File: src/rtl/ifetch_queue.sv
// ifetch_queue: MIPS instruction fetch front end.
// Owns the fetch PC, drives the combinational instruction ROM address and
// buffers {pc, word} pairs in a DEPTH-entry prefetch FIFO that decode drains
// through a valid/ready handshake. A redirect flushes the FIFO and restarts
// fetch at the new target.
// Optional build macro: IFETCH_PERF_EN adds the perf_flush_cnt and
// perf_stall_cnt saturating event counters.
module ifetch_queue #(
  parameter logic [31:0] RESET_PC = 32'h0000_0000,
  parameter int unsigned DEPTH    = 4,
  parameter int unsigned PTR_W    = 2
) (
  input  logic             clk,
  input  logic             reset,
  output logic [31:0]      rom_addr,
  input  logic [31:0]      rom_data,
  input  logic             redirect_valid,
  input  logic [31:0]      redirect_pc,
  output logic             inst_valid,
  input  logic             inst_ready,
  output logic [31:0]      inst,
  output logic [31:0]      inst_pc,
  output logic [31:0]      inst_pc_plus4,
`ifdef IFETCH_PERF_EN
  output logic [15:0]      perf_flush_cnt,
  output logic [15:0]      perf_stall_cnt,
`endif
  output logic [PTR_W:0]   occupancy
);

  localparam logic [PTR_W:0] DEPTH_CNT = (PTR_W+1)'(DEPTH);

  logic [31:0]    fetch_pc;
  logic [31:0]    pc_mem   [DEPTH];
  logic [31:0]    data_mem [DEPTH];
  logic [PTR_W-1:0] rd_ptr;
  logic [PTR_W-1:0] wr_ptr;
  logic [PTR_W:0]   count;
  logic           push;
  logic           pop;
  logic [31:0]    head_pc;
  logic [31:0]    head_data;
  logic           unused_redirect_lsbs;

  // Target bits [1:0] are architecturally ignored.
  assign unused_redirect_lsbs = ^redirect_pc[1:0];

  // ROM address depends on the fetch PC register only.
  assign rom_addr = {fetch_pc[31:2], 2'b00};

  // Handshake and head-of-queue presentation.
  always_comb begin
    inst_valid    = (count != '0);
    pop           = inst_valid & inst_ready & ~redirect_valid;
    push          = ~redirect_valid & ((count < DEPTH_CNT) | pop);
    head_pc       = pc_mem[rd_ptr];
    head_data     = data_mem[rd_ptr];
    inst          = inst_valid ? head_data      : '0;
    inst_pc       = inst_valid ? head_pc        : '0;
    inst_pc_plus4 = inst_valid ? head_pc + 32'd4 : '0;
    occupancy     = count;
  end

  // Fetch PC, pointers and count; reset beats redirect beats normal flow.
  always_ff @(posedge clk) begin
    if (reset) begin
      fetch_pc <= {RESET_PC[31:2], 2'b00};
      rd_ptr   <= '0;
      wr_ptr   <= '0;
      count    <= '0;
    end else if (redirect_valid) begin
      fetch_pc <= {redirect_pc[31:2], 2'b00};
      rd_ptr   <= '0;
      wr_ptr   <= '0;
      count    <= '0;
    end else begin
      if (push) begin
        wr_ptr   <= wr_ptr + 1'b1;
        fetch_pc <= fetch_pc + 32'd4;
      end
      if (pop) begin
        rd_ptr <= rd_ptr + 1'b1;
      end
      if (push && !pop) begin
        count <= count + 1'b1;
      end else if (pop && !push) begin
        count <= count - 1'b1;
      end
    end
  end

  // FIFO storage write; stale entries are harmless since pointers gate reads.
  always_ff @(posedge clk) begin
    if (push) begin
      pc_mem[wr_ptr]   <= fetch_pc;
      data_mem[wr_ptr] <= rom_data;
    end
  end

`ifdef IFETCH_PERF_EN
  logic [15:0] flush_cnt;
  logic [15:0] stall_cnt;

  assign perf_flush_cnt = flush_cnt;
  assign perf_stall_cnt = stall_cnt;

  // Saturating counters for redirect flushes and decode back-pressure.
  always_ff @(posedge clk) begin
    if (reset) begin
      flush_cnt <= '0;
      stall_cnt <= '0;
    end else begin
      if (redirect_valid && flush_cnt != '1) begin
        flush_cnt <= flush_cnt + 16'd1;
      end
      if (inst_valid && !inst_ready && stall_cnt != '1) begin
        stall_cnt <= stall_cnt + 16'd1;
      end
    end
  end
`endif

endmodule

File: config.mk
export PLATFORM = sky130hd
export DESIGN_NAME = ifetch_queue
export DESIGN_NICKNAME = d
export VERILOG_FILES = /design/src/rtl/ifetch_queue.sv
export SDC_FILE = /design/constraint.sdc
export NUM_CORES = 1
export LEC_CHECK = 0
export ABC_AREA = 1
export BUFFER_PORTS_ARGS = -buffer_cell sky130_fd_sc_hd__buf_2
export CAP_MARGIN = 20
export CORE_MARGIN = 8
export CORE_UTILIZATION = 28
export CTS_CLUSTER_DIAMETER = 100
export CTS_CLUSTER_SIZE = 16
export DETAILED_ROUTE_END_ITERATION = 6
export GPL_TIMING_DRIVEN = 0
export PLACE_DENSITY = 0.5
export SYNTH_ARGS = -nofsm -noshare
export SYNTH_HDL_FRONTEND = slang
export SYNTH_SLANG_ARGS = --single-unit
File: constraint.sdc
create_clock -name clk -period 15 [get_ports clk]
set_input_delay 3 -clock clk [delete_from_list [all_inputs] [get_ports clk]]
set_output_delay 3 -clock clk [all_outputs]
set_load 0.01 [all_outputs]
**Word level (Yosys, flattened, before mapping)**

Memories as Yosys holds them, arrays and structs flattened. A register that Yosys moved wholly into a read port is not among the register bits.
Index checks and enable logic that the tools add are counted.
Widths: inputs -> output; s select.

- Output and inout port bits: 132
- RAM bits: 256
- Word-level logic and storage cells: 40
- Memories kept: 2
- Register bits: 39
- Bits of input ports: 68

Memory list:

| name | depth | bits a word | rd ports | clocked after Yosys merged registers in | write ports | RTL line | text |
|---|---|---|---|---|---|---|---|
| data_mem | 4 | 32 | 1 | 1 | 1 | 35 | `logic [31:0] data_mem [DEPTH];` |
| pc_mem | 4 | 32 | 1 | 1 | 1 | 34 | `logic [31:0] pc_mem [DEPTH];` |

- Mux-type cells: 13
- Reductions and logical operators: 8
- Bitwise gates (word level): 5
- Add/sub/neg operators: 6
- Magnitude comparators: 1

Operators with widths:

| cell | count |
|---|---|
| $mux 32 | 5 |
| $add 32x3->32 const B | 2 |
| $mux 2 | 4 |
| $mux 3 | 2 |
| $add 2x1->2 const B | 2 |
| $reduce_bool 2->1 | 2 |
| $add 3x1->3 const B | 1 |
| $and 1x1->1 | 3 |
| $lt 3x3->1 const B | 1 |
| $reduce_bool 3->1 | 1 |
| $sub 3x1->3 const B | 1 |
| $logic_and 1x1->1 | 2 |
| $logic_not 1->1 | 2 |
| $mux 1 | 2 |
| $reduce_or 2->1 | 1 |
| $not 1->1 | 1 |
| $or 1x1->1 | 1 |

**Logic depth before layout (Yosys ltp)**

- Word-level depth: 9
- Depth in mapped cells: 16
- Depth with buffers taken out: 14

**Least setup slack after synthesis**

No wires, ideal clock.

- Path type: input-to-reg
- Start: input port redirect_valid
- End: memory data_mem[0][0], enable pin
- Slack: 8.078 ns
- Stages on the path: 7
- Required time: 14.518 ns
- Data arrival time: 6.439 ns
- Buffers on the path: 2
- Path through: buf_4 > inv_2 > nand3_1 > nand2_2 > nand2_1 > clkbuf_1 > nor2_1

- Longest elaborated chain between the ends: 6

RTL lines:

| element | RTL line | text |
|---|---|---|
| start: declaration | 17 | `input logic redirect_valid,` |
| $not 1->1 (*) | 54, 55 |  |
| $and 1x1->1 | 54 | `pop = inst_valid & inst_ready & ~redirect_valid;` |
| $or 1x1->1 | 55 | `push = ~redirect_valid & ((count < DEPTH_CNT) \| pop);` |
| $and 1x1->1 (*) | 55 |  |
| $mux 1 (*) | 94 | `if (push) begin` |
| $mux 1 (implied by the code) (*) | 96 | `data_mem[wr_ptr] <= rom_data;` |
| end: declaration | 35 |  |

Every way passes the cells marked *; elsewhere a longest branch is shown, timed or not.

**Worst setup path in the final report**

- Start: register count[0], in the netlist occupancy[0]
- End: output port inst[28]

- Longest elaborated chain between the ends: 2

RTL lines:

| element | RTL line | text |
|---|---|---|
| start: declaration | 38 | `logic [PTR_W:0] count;` |
| start signal: assignment | 85 | `count <= count + 1'b1;` |
| start signal: assignment | 87 | `count <= count - 1'b1;` |
| $reduce_bool 3->1 | 53 | `inst_valid = (count != '0);` |
| $mux 32 | 58 | `inst = inst_valid ? head_data : '0;` |
| end: declaration | 21 | `output logic [31:0] inst,` |

No other way between the ends.

==> run metrics <==
run status finished, final reports clean; Post-CTS Repair Setup Buffers 0; fraction of synthesized cell area taken by the top area cell type 54.6%; max-cap violation count 0; slowest cell on the critical path sky130_fd_sc_hd__clkbuf_1; clock insertion delay at the later pin of the skew report ~0.53 ns; floorplan row count 81; CTS buffer count 22; # IOs 200; Final setup violation count 0; remaining global-route overflow 0; number of DRC violations after detailed routing 0; number of buffers between clock root and the deepest sink 3; element type at the critical path end primary output; clock tree from TritonCTS built; total power density per cell area 108 nW/µm²; remaining antenna violation count 0; total via count after detailed routing 11200; Max Fclk 0.157 GHz; DIE AREA 56000 µm²; clk root buf sky130_fd_sc_hd__clkbuf_16; count of cells resized by post-cts repair 0; detailed placer's ending HPWL 33.2 mm; number of hold buffers added after CTS 0; first-pass GRT wire length between 60 and 70 mm; Lkg Pwr 6.65 nW; vertical die dimension between 200 and 250 µm; number of buffer cells added on primary ports 189; minimum clock period 6.37 ns; register bit total from synthesis 287; Final Routed Wirelength between 40 and 50 mm; layout net count 1804; first-iteration detailed-routing DRC count 773; Max-slew headroom 37.4%; Post-Synthesis Cell Area 13600 µm²; Crit Path Class reg2out; antenna violations before repair 3; final RePlAce weighted congestion 0.868; setup repair after global routing missed its margin false; clk sink count between 200 and 300; most numerous cell on the critical path sky130_fd_sc_hd__clkbuf_1; type of the most critical hold path reg2reg; part of the cycle the worst path needs 42.5%; highest ir drop seen on vdd 0.0654 mV; width of the die ~240 µm; total iterations of the first detailed-routing run 5; Syn Area/Cell just over 9 µm²; CP max stage delay 0.64 ns; clock-pin transition on the worst setup and hold timing paths approximately 0.08 ns; clock skew after layout about 0.016 ns; ratio of routed vias to standard cells 4.75; share of the yosys chip area belonging to registers 60.3%; wire length per cell between 15 and 20 µm; count of distinct cell types in the synthesized netlist 40; layout filler cell count 5011; synthesis warning total 0; maximum number of pins on one net before global-route repair 28; GR Util All Layers 15.4%; leading post-synthesis cells by cell area sky130_fd_sc_hd__edfxtp_1 55%, sky130_fd_sc_hd__nand2_1 12%, sky130_fd_sc_hd__nor2_1 7.0%; via count of the first global-routing pass between 10000 and 15000; number of pins exceeding their max-slew limit in the final report 0; Core Footprint just under 50000 µm²; Mapped Cells about 1500; data arrival time of the critical path about 3.4 ns; cell accounting for the most synthesized area sky130_fd_sc_hd__edfxtp_1; layout cell share with drive strength beyond 1 16.6%; hold violation total from the final report 0; CP startpoint kind flop; Layout Area Growth over Synthesis 19.3%; slew at the pin closest to its max-slew limit 0.937 ns; CTS H-tree lvls 1; worst hold margin around 0.5 ns; crit path cell chain nor2_1 -> nand2_1 -> clkbuf_1 -> inv_1 -> clkbuf_1 -> clkbuf_1 -> a21oi_1 -> buf_2; Max FO, Critical Path 10; effective utilization at floorplan 28.1%; data required time of the worst path roughly 12 ns; total negative slack for setup checks 0 ns
sequential cells by signal, summed over array words and instances, names as in the netlist, named ones only:
signal     cells
fetch_pc      30
occupancy      3
pc_mem       120
rd_ptr         2
wr_ptr         2
data_mem     128
cell usage after synthesis:
library cell and n:
sky130_fd_sc_hd__nand2_1 423, sky130_fd_sc_hd__conb_1 1, sky130_fd_sc_hd__nand4_1 10, sky130_fd_sc_hd__inv_1 83, sky130_fd_sc_hd__a211oi_1 2, sky130_fd_sc_hd__edfxtp_1 248
sky130_fd_sc_hd__o21a_1 1, sky130_fd_sc_hd__a31oi_1 9, sky130_fd_sc_hd__ha_1 7, sky130_fd_sc_hd__nor3b_1 2, sky130_fd_sc_hd__a21o_1 2, sky130_fd_sc_hd__xnor2_1 1
sky130_fd_sc_hd__a22oi_1 11, sky130_fd_sc_hd__a32oi_1 1, sky130_fd_sc_hd__o211ai_1 10, sky130_fd_sc_hd__nor2_2 8, sky130_fd_sc_hd__xor2_1 6, sky130_fd_sc_hd__buf_6 8
sky130_fd_sc_hd__nand3b_1 2, sky130_fd_sc_hd__nor2_4 3, sky130_fd_sc_hd__nor2_1 255, sky130_fd_sc_hd__inv_2 3, sky130_fd_sc_hd__buf_1 5, sky130_fd_sc_hd__nand3_1 97
sky130_fd_sc_hd__buf_4 13, sky130_fd_sc_hd__dfxtp_1 39, sky130_fd_sc_hd__o221ai_1 1, sky130_fd_sc_hd__clkbuf_1 28, sky130_fd_sc_hd__o21bai_1 1, sky130_fd_sc_hd__nand2_2 4
sky130_fd_sc_hd__or2_2 1, sky130_fd_sc_hd__nor3_1 17, sky130_fd_sc_hd__buf_2 20, sky130_fd_sc_hd__inv_6 1, sky130_fd_sc_hd__fa_1 1, sky130_fd_sc_hd__and2_1 1
sky130_fd_sc_hd__o21ai_1 1, sky130_fd_sc_hd__a2bb2oi_1 1, sky130_fd_sc_hd__a21oi_1 75, sky130_fd_sc_hd__o21ai_0 100
critical path, delay by kind of cell, from the launching register on:
family                 cells  cell delay, ns
DFF                        1            0.36
and+or+nand+nor            2            0.26
AOI/OAI and AO/OA          1            0.14
buffers and inverters      5            2.05
cells by family (layout without fill, tap and decap cells):
logic type / after synthesis / count (layout) / share of synthesized area, %
XOR/XNOR: 7 / 7 / 0.450
AO/OA/AOI/OAI: 215 / 215 / 8.55
AND/OR/NAND/NOR: 823 / 823 / 24.4
buffers and inverters: 161 / 390 / 5.45
flip-flops: 287 / 287 / 60.3
adder cells (fa/ha/maj): 8 / 8 / 0.789
other: 1 / 8 / 0.0275
cell usage in the layout (no fill, tap or decap), drive strengths merged, types with 6 or more instances in the layout:
cell type	instances
nand3	97
nor3	17
a31oi	9
xor2	6
nor2	266
o21ai	101
inv	88
a22oi	11
conb	6
nand2	427
dfxtp	39
edfxtp	248
o211ai	10
nand4	10
buf	243
clkbuf	57
ha	7
a21oi	75
layer usage:
layer  GRT usage [%]  routed length, µm  vias to the layer above
met2            25.2              20700                      330
met1            21.0              21000                     5336
li1                -                  -                     5493
met3            2.80               2590                       48
met4            3.88                903                        0
met5               0                  0                        -
metrics by stage:
step,setup slack [ns],power (mW),utilization (%),cells,area [µm²]
6_report,8.63,1.75,33.5,2360,16300
5_1_grt,8.42,1.82,33.5,2359,16300
4_1_cts,8.52,1.77,33.5,2358,16300
3_5_place_dp,9.08,1.18,32.1,2326,15600
3_3_place_gp,5.02,1.18,31.7,2318,15400
2_1_floorplan,8.08,1.06,-,1507,13700
cell type report:
cell class                 count  area [µm²]  share of cell area, %
antenna                        2        5.00                 0.0308
buffer                        74         412                   2.53
clock buffer                  29         619                   3.81
clock inverter                 3        66.3                  0.408
inverter                      87         332                   2.04
multi-input combinational   1059        4720                   29.0
sequential                   287        8230                   50.6
tap                          622         778                   4.78
timing repair buffer         197        1110                   6.84
power by group:
group	leakage (nW)	internal (mW)	switching, mW	total, mW
Sequential	2.62	0.902	0.0247	0.926
Combinational	3.70	0.0732	0.160	0.233
Clock	0.334	0.323	0.272	0.595
worst paths after layout:
path                                        to  slack [ns]          from  cells after the start
worst min register to register       rd_ptr[0]        0.49     rd_ptr[0]                      1
worst min-delay path                 rd_ptr[0]        0.49     rd_ptr[0]                      1
worst max-delay path                  inst[28]        8.63  occupancy[0]                      8
worst max register to register  data_mem[2][7]       11.83  occupancy[0]                      9
No activity file was read; power rests on OpenSTA's default activity.
